--- src/rtl/spi_pkg.sv ---
// Shared definitions for the write-only SPI master.
//   spi_state_e  : transfer FSM states
//   SPI_DATA_W   : default word length in bits
//   SPI_CLK_DIV  : default number of clk cycles per SCLK half-period
package spi_pkg;

  localparam int SPI_DATA_W  = 12;
  localparam int SPI_CLK_DIV = 10;

  typedef enum logic [1:0] {
    IDLE  = 2'd0,
    SHIFT = 2'd1,
    DONE  = 2'd2
  } spi_state_e;

endpackage

--- src/rtl/spi_sclk_gen.sv ---
// SCLK generator: half-period counter that toggles sclk every CLK_DIV clks
// while enabled, and holds count 0 / sclk low while disabled.
// Ports:
//   clk, rst   : system clock, async active-high reset
//   enable     : run the counter (high while shifting)
//   sclk       : registered serial clock, idles low
//   rise_stb   : high on the clk edge at which sclk goes 0 -> 1
//   fall_stb   : high on the clk edge at which sclk goes 1 -> 0
module spi_sclk_gen
  import spi_pkg::*;
#(
  parameter int CLK_DIV = SPI_CLK_DIV
) (
  input  logic clk,
  input  logic rst,
  input  logic enable,
  output logic sclk,
  output logic rise_stb,
  output logic fall_stb
);

  localparam int CNT_W = $clog2(CLK_DIV) + 1;
  localparam logic [CNT_W-1:0] TERM = CNT_W'(CLK_DIV - 1);

  logic [CNT_W-1:0] cnt_q, cnt_d;
  logic             sclk_q, sclk_d;
  logic             tc;

  // Strobes are decoded from the terminal count so the FSM acts on the same
  // edge that toggles sclk; mosi therefore changes exactly with the fall.
  always_comb begin
    tc       = enable && (cnt_q == TERM);
    rise_stb = tc && !sclk_q;
    fall_stb = tc && sclk_q;
    cnt_d    = cnt_q;
    sclk_d   = sclk_q;
    if (!enable) begin
      cnt_d  = '0;
      sclk_d = 1'b0;
    end else if (tc) begin
      cnt_d  = '0;
      sclk_d = ~sclk_q;
    end else begin
      cnt_d  = cnt_q + CNT_W'(1);
    end
  end

  always_ff @(posedge clk or posedge rst) begin
    if (rst) begin
      cnt_q  <= '0;
      sclk_q <= 1'b0;
    end else begin
      cnt_q  <= cnt_d;
      sclk_q <= sclk_d;
    end
  end

  assign sclk = sclk_q;

endmodule

--- src/rtl/spi_master_tx.sv ---
// Write-only SPI master, mode 0, MSB first. One DATA_W-bit word per
// transfer, framed by an active-low chip select.
// Ports:
//   clk, rst : system clock, async active-high reset
//   start    : transfer request, sampled while idle
//   din      : word to send, captured when start is accepted
//   cs       : chip select, active low
//   mosi     : serial data out
//   done     : one-clk pulse as cs returns high
//   sclk     : serial clock, idles low
//
// state | meaning
// IDLE  | cs high, waiting for start
// SHIFT | cs low, sclk running, one bit per sclk period
// DONE  | cs high again, done pulse for one clk
module spi_master_tx
  import spi_pkg::*;
#(
  parameter int DATA_W  = SPI_DATA_W,
  parameter int CLK_DIV = SPI_CLK_DIV
) (
  input  logic              clk,
  input  logic              rst,
  input  logic              start,
  input  logic [DATA_W-1:0] din,
  output logic              cs,
  output logic              mosi,
  output logic              done,
  output logic              sclk
);

  localparam int BIT_W = $clog2(DATA_W) + 1;
  localparam logic [BIT_W-1:0] LAST_BIT = BIT_W'(DATA_W - 1);

  spi_state_e        state_q, state_d;
  logic [DATA_W-1:0] shift_q, shift_d;
  logic [BIT_W-1:0]  bit_cnt_q, bit_cnt_d;
  logic              cs_q, cs_d;
  logic              mosi_q, mosi_d;
  logic              done_q, done_d;
  logic              fall_stb;
  // The slave samples on the rising edge; the master has nothing to do there.
  logic              rise_stb_unused;

  spi_sclk_gen #(
    .CLK_DIV (CLK_DIV)
  ) u_sclk_gen (
    .clk      (clk),
    .rst      (rst),
    .enable   (state_q == SHIFT),
    .sclk     (sclk),
    .rise_stb (rise_stb_unused),
    .fall_stb (fall_stb)
  );

  always_comb begin
    state_d   = state_q;
    shift_d   = shift_q;
    bit_cnt_d = bit_cnt_q;
    cs_d      = cs_q;
    mosi_d    = mosi_q;
    done_d    = 1'b0;
    case (state_q)
      IDLE: begin
        cs_d   = 1'b1;
        mosi_d = 1'b0;
        if (start) begin
          shift_d   = din;
          cs_d      = 1'b0;
          mosi_d    = din[DATA_W-1];
          bit_cnt_d = '0;
          state_d   = SHIFT;
        end
      end
      SHIFT: begin
        if (fall_stb) begin
          bit_cnt_d = bit_cnt_q + BIT_W'(1);
          if (bit_cnt_q == LAST_BIT) begin
            state_d = DONE;
            cs_d    = 1'b1;
            mosi_d  = 1'b0;
            done_d  = 1'b1;
          end else begin
            shift_d = shift_q << 1;
            mosi_d  = shift_d[DATA_W-1];
          end
        end
      end
      DONE: begin
        state_d = IDLE;
        cs_d    = 1'b1;
        mosi_d  = 1'b0;
      end
      default: begin
        state_d = IDLE;
        cs_d    = 1'b1;
        mosi_d  = 1'b0;
      end
    endcase
  end

  always_ff @(posedge clk or posedge rst) begin
    if (rst) begin
      state_q   <= IDLE;
      shift_q   <= '0;
      bit_cnt_q <= '0;
      cs_q      <= 1'b1;
      mosi_q    <= 1'b0;
      done_q    <= 1'b0;
    end else begin
      state_q   <= state_d;
      shift_q   <= shift_d;
      bit_cnt_q <= bit_cnt_d;
      cs_q      <= cs_d;
      mosi_q    <= mosi_d;
      done_q    <= done_d;
    end
  end

  assign cs   = cs_q;
  assign mosi = mosi_q;
  assign done = done_q;

endmodule

--- config.mk ---
export PLATFORM = sky130hd
export DESIGN_NAME = spi_master_tx
export DESIGN_NICKNAME = d
export VERILOG_FILES = /design/src/rtl/spi_pkg.sv /design/src/rtl/spi_sclk_gen.sv /design/src/rtl/spi_master_tx.sv
export SDC_FILE = /design/constraint.sdc
export NUM_CORES = 1
export LEC_CHECK = 0
export ABC_AREA = 0
export CAP_MARGIN = 15
export CORE_ASPECT_RATIO = 1.1
export CORE_MARGIN = 1
export CORE_UTILIZATION = 55
export CTS_CLUSTER_SIZE = 8
export DETAILED_ROUTE_END_ITERATION = 7
export DONT_BUFFER_PORTS = 1
export HOLD_SLACK_MARGIN = 0.08
export PLACE_DENSITY = 0.83
export SLEW_MARGIN = 20
export SYNTH_ARGS = -nofsm -noshare
export SYNTH_HDL_FRONTEND = slang
export SYNTH_HIERARCHICAL = 1
export SYNTH_SLANG_ARGS = --single-unit
--- constraint.sdc ---
create_clock -name clk -period 2.2 [get_ports clk]
set_input_delay 0.11 -clock clk [delete_from_list [all_inputs] [get_ports clk]]
set_output_delay 0.11 -clock clk [all_outputs]
set_load 0.02 [all_outputs]
==> metrics.md <==
| Metric | Value |
|---|---|
| Port Buffers | `0` |
| Post-route ant nets | `0` |
| TritonRoute pass-1 iters | `4` |
| Period utilisation layout | `95.7%` |
| Slew Limit Fails | `0` |
| Core Region | `2300 um^2` |
| Max-Cap Viols | `0` |
| Root Buffer | `clkbuf_4` |
| Yosys warnings | `6` |
| Reg2reg setup slack | `0.09 ns` |
| WP buf/inv | `1` |
| DRC errors left | `0` |
| # setup viols final | `0` |
| H-tree level count | `1` |
| Worst path slowest cell | `dfrtp_1` |
| Max FO, Critical Path | `11` |
| Delay-heaviest family, CP | `simple AND/OR/NAND/NOR gates` |
| First-pass GRT wire length | `4.27 mm` |
| Place WS | `0.124 ns` |
| Syn Nets | `129` |
| Final Hold Fails | `0` |
| Vias | `911` |
| VDD IR max | `0.807 mV` |
| Setup ws final | `0.0944 ns` |
| Slew margin rel. | `43.9%` |
| Nets | `149` |
| Worst Max-Slew Pin Slew | `0.840 ns` |
| Die area | `2690 um^2` |
| Pleak | `0.000713 uW` |
| Number of global-route vias before repair | `959` |
| DRT Wirelength | `2.47 mm` |
| Clock transition at path regs | `0.15 ns` |
| Routed length per instance | `15.5 um` |
| CP endpoint kind | `flop` |
| RSZ-0062 raised after global routing | `false` |
| Area grow syn2layout | `15.1%` |
| Clk buf depth | `2` |
| Startpoint type of the worst setup path | `flop` |
| Hold Path Class | `in2reg` |
| Global Route Usage Sum | `22.0%` |
| Chip width | `49.5 um` |
| Worst Path Arrival | `2.32 ns` |
| WHS | `0.143 ns` |
| Clk sinks | `27` |
| Num rows | `18` |
| Global route total overflow | `0` |
| Final Power | `1530 uW` |
| Critical path class | `reg2reg` |
| Syn Inst Count | `111` |
| Status | `completed` |
| Die Ht | `54.3 um` |
| Mapped Avg Cell Area | `12.3 um^2` |
| Initial antenna violation count | `0` |
| Ratio of cells with drive above 1 in the final layout | `30.8%` |
| Required @ worst endpoint | `2.42 ns` |
| Iteration-0 DRC Markers | `10` |
| Setup tns final | `0 ns` |
| Vias per cell | `5.69` |
| Tmin final | `2.11 ns` |
| Crit-path cells | `ha_1, and4bb_4, and3_1, mux2i_2, a211oi_2, buf_4, mux2_2` |
| N_diodes | `0` |
| Maximum clock frequency | `475 MHz` |
| Mapped Area | `1370 um^2` |
| Worst-Skew Late Latency | `0.33 ns` |
| Routability Congestion | `0.758` |
| Initial Utilization | `59.4%` |
| Io pins | `19` |
| Largest net degree at the start of global routing | `22` |
| CTS Buf Count | `3` |
| Largest stage delay on the critical path | `0.46 ns` |
| Skew final | `0.0168 ns` |
| Power per cell area | `976 nW/um^2` |
| CTS tree | `done` |
## power breakdown
part / total (uW) / switching (uW) / internal, uW
sequential: 841 / 165 / 676
clock: 212 / 144 / 68.3
combinational: 481 / 188 / 293
## cells in the final DEF, fill, tap and decap left out, types with 2 or more instances in the layout
cell           instances
clkbuf_4               3
nand2_1                6
nand3_1                3
and3_1                 4
or4_1                  3
a21oi_1                6
dlygate4sd3_1         13
inv_1                  7
ha_1                   3
o21ai_0                5
buf_4                  5
mux2_2                20
o31ai_1                4
nand2b_1               3
dfrtp_1               26
nor3b_2                2
mux2i_1                2
## area by class of cell
class,instances,area (um^2)
clock buffer,3,22.5
clock inverter,1,5.00
fill,179,726
inverter,8,30.0
multi-input combinational,73,632
sequential,27,677
tap,30,37.5
timing repair buffer,18,168
## through the flow
step                util [%]  instance area (um^2)  cells
floorplan                  -                  1370    111
global placement        61.5                  1410    143
detailed placement      61.5                  1410    143
CTS                     68.4                  1570    160
global route            68.4                  1570    160
finish                  68.4                  1570    160
## worst reg2reg max path: cells and delay by family, from the launching register on
| family | cells | cell delay [ns] |
|---|---|---|
| fa+ha+maj | 1 | 0.20 |
| simple gates | 2 | 0.50 |
| mux | 2 | 0.44 |
| compound gates | 1 | 0.19 |
| flops | 1 | 0.46 |
| buf+inv | 1 | 0.22 |
## flip-flops by register name (all words and copies together) (netlist names)
name / cells
bit_cnt_q: 5
cs: 1
done: 1
mosi: 1
shift_q: 11
state_q: 2
u_sclk_gen/cnt_q: 5
u_sclk_gen/sclk: 1
## layer usage
layer	GRT usage, %	share of wire (%)	vias up
met1	25.1	43	446
met3	3.89	2.5	6
met2	41.3	53	18
met4	9.52	1.5	0
met5	0	0	-
li1	-	-	441
## timing repair
item | CTS | global route
endpoints found under the setup margin | 0 | 0
endpoints found under the hold margin | 38 | 0
resized for setup | 0 | 0
hold buffers | 13 | 0
buffers inserted | 0 | 0
## worst paths after layout
check / startpoint / depth (start not counted) / end
max in group asynchronous: rst / 2 / done
min in group asynchronous: rst / 2 / u_sclk_gen/cnt_q[2]
worst min-delay path: start / 2 / bit_cnt_q[3]
worst max register to register: u_sclk_gen/cnt_q[0] / 7 / shift_q[6]
worst max-delay path: u_sclk_gen/cnt_q[0] / 7 / shift_q[6]
worst min register to register: shift_q[3] / 1 / shift_q[3]
Power figures use the tool's default switching activity.
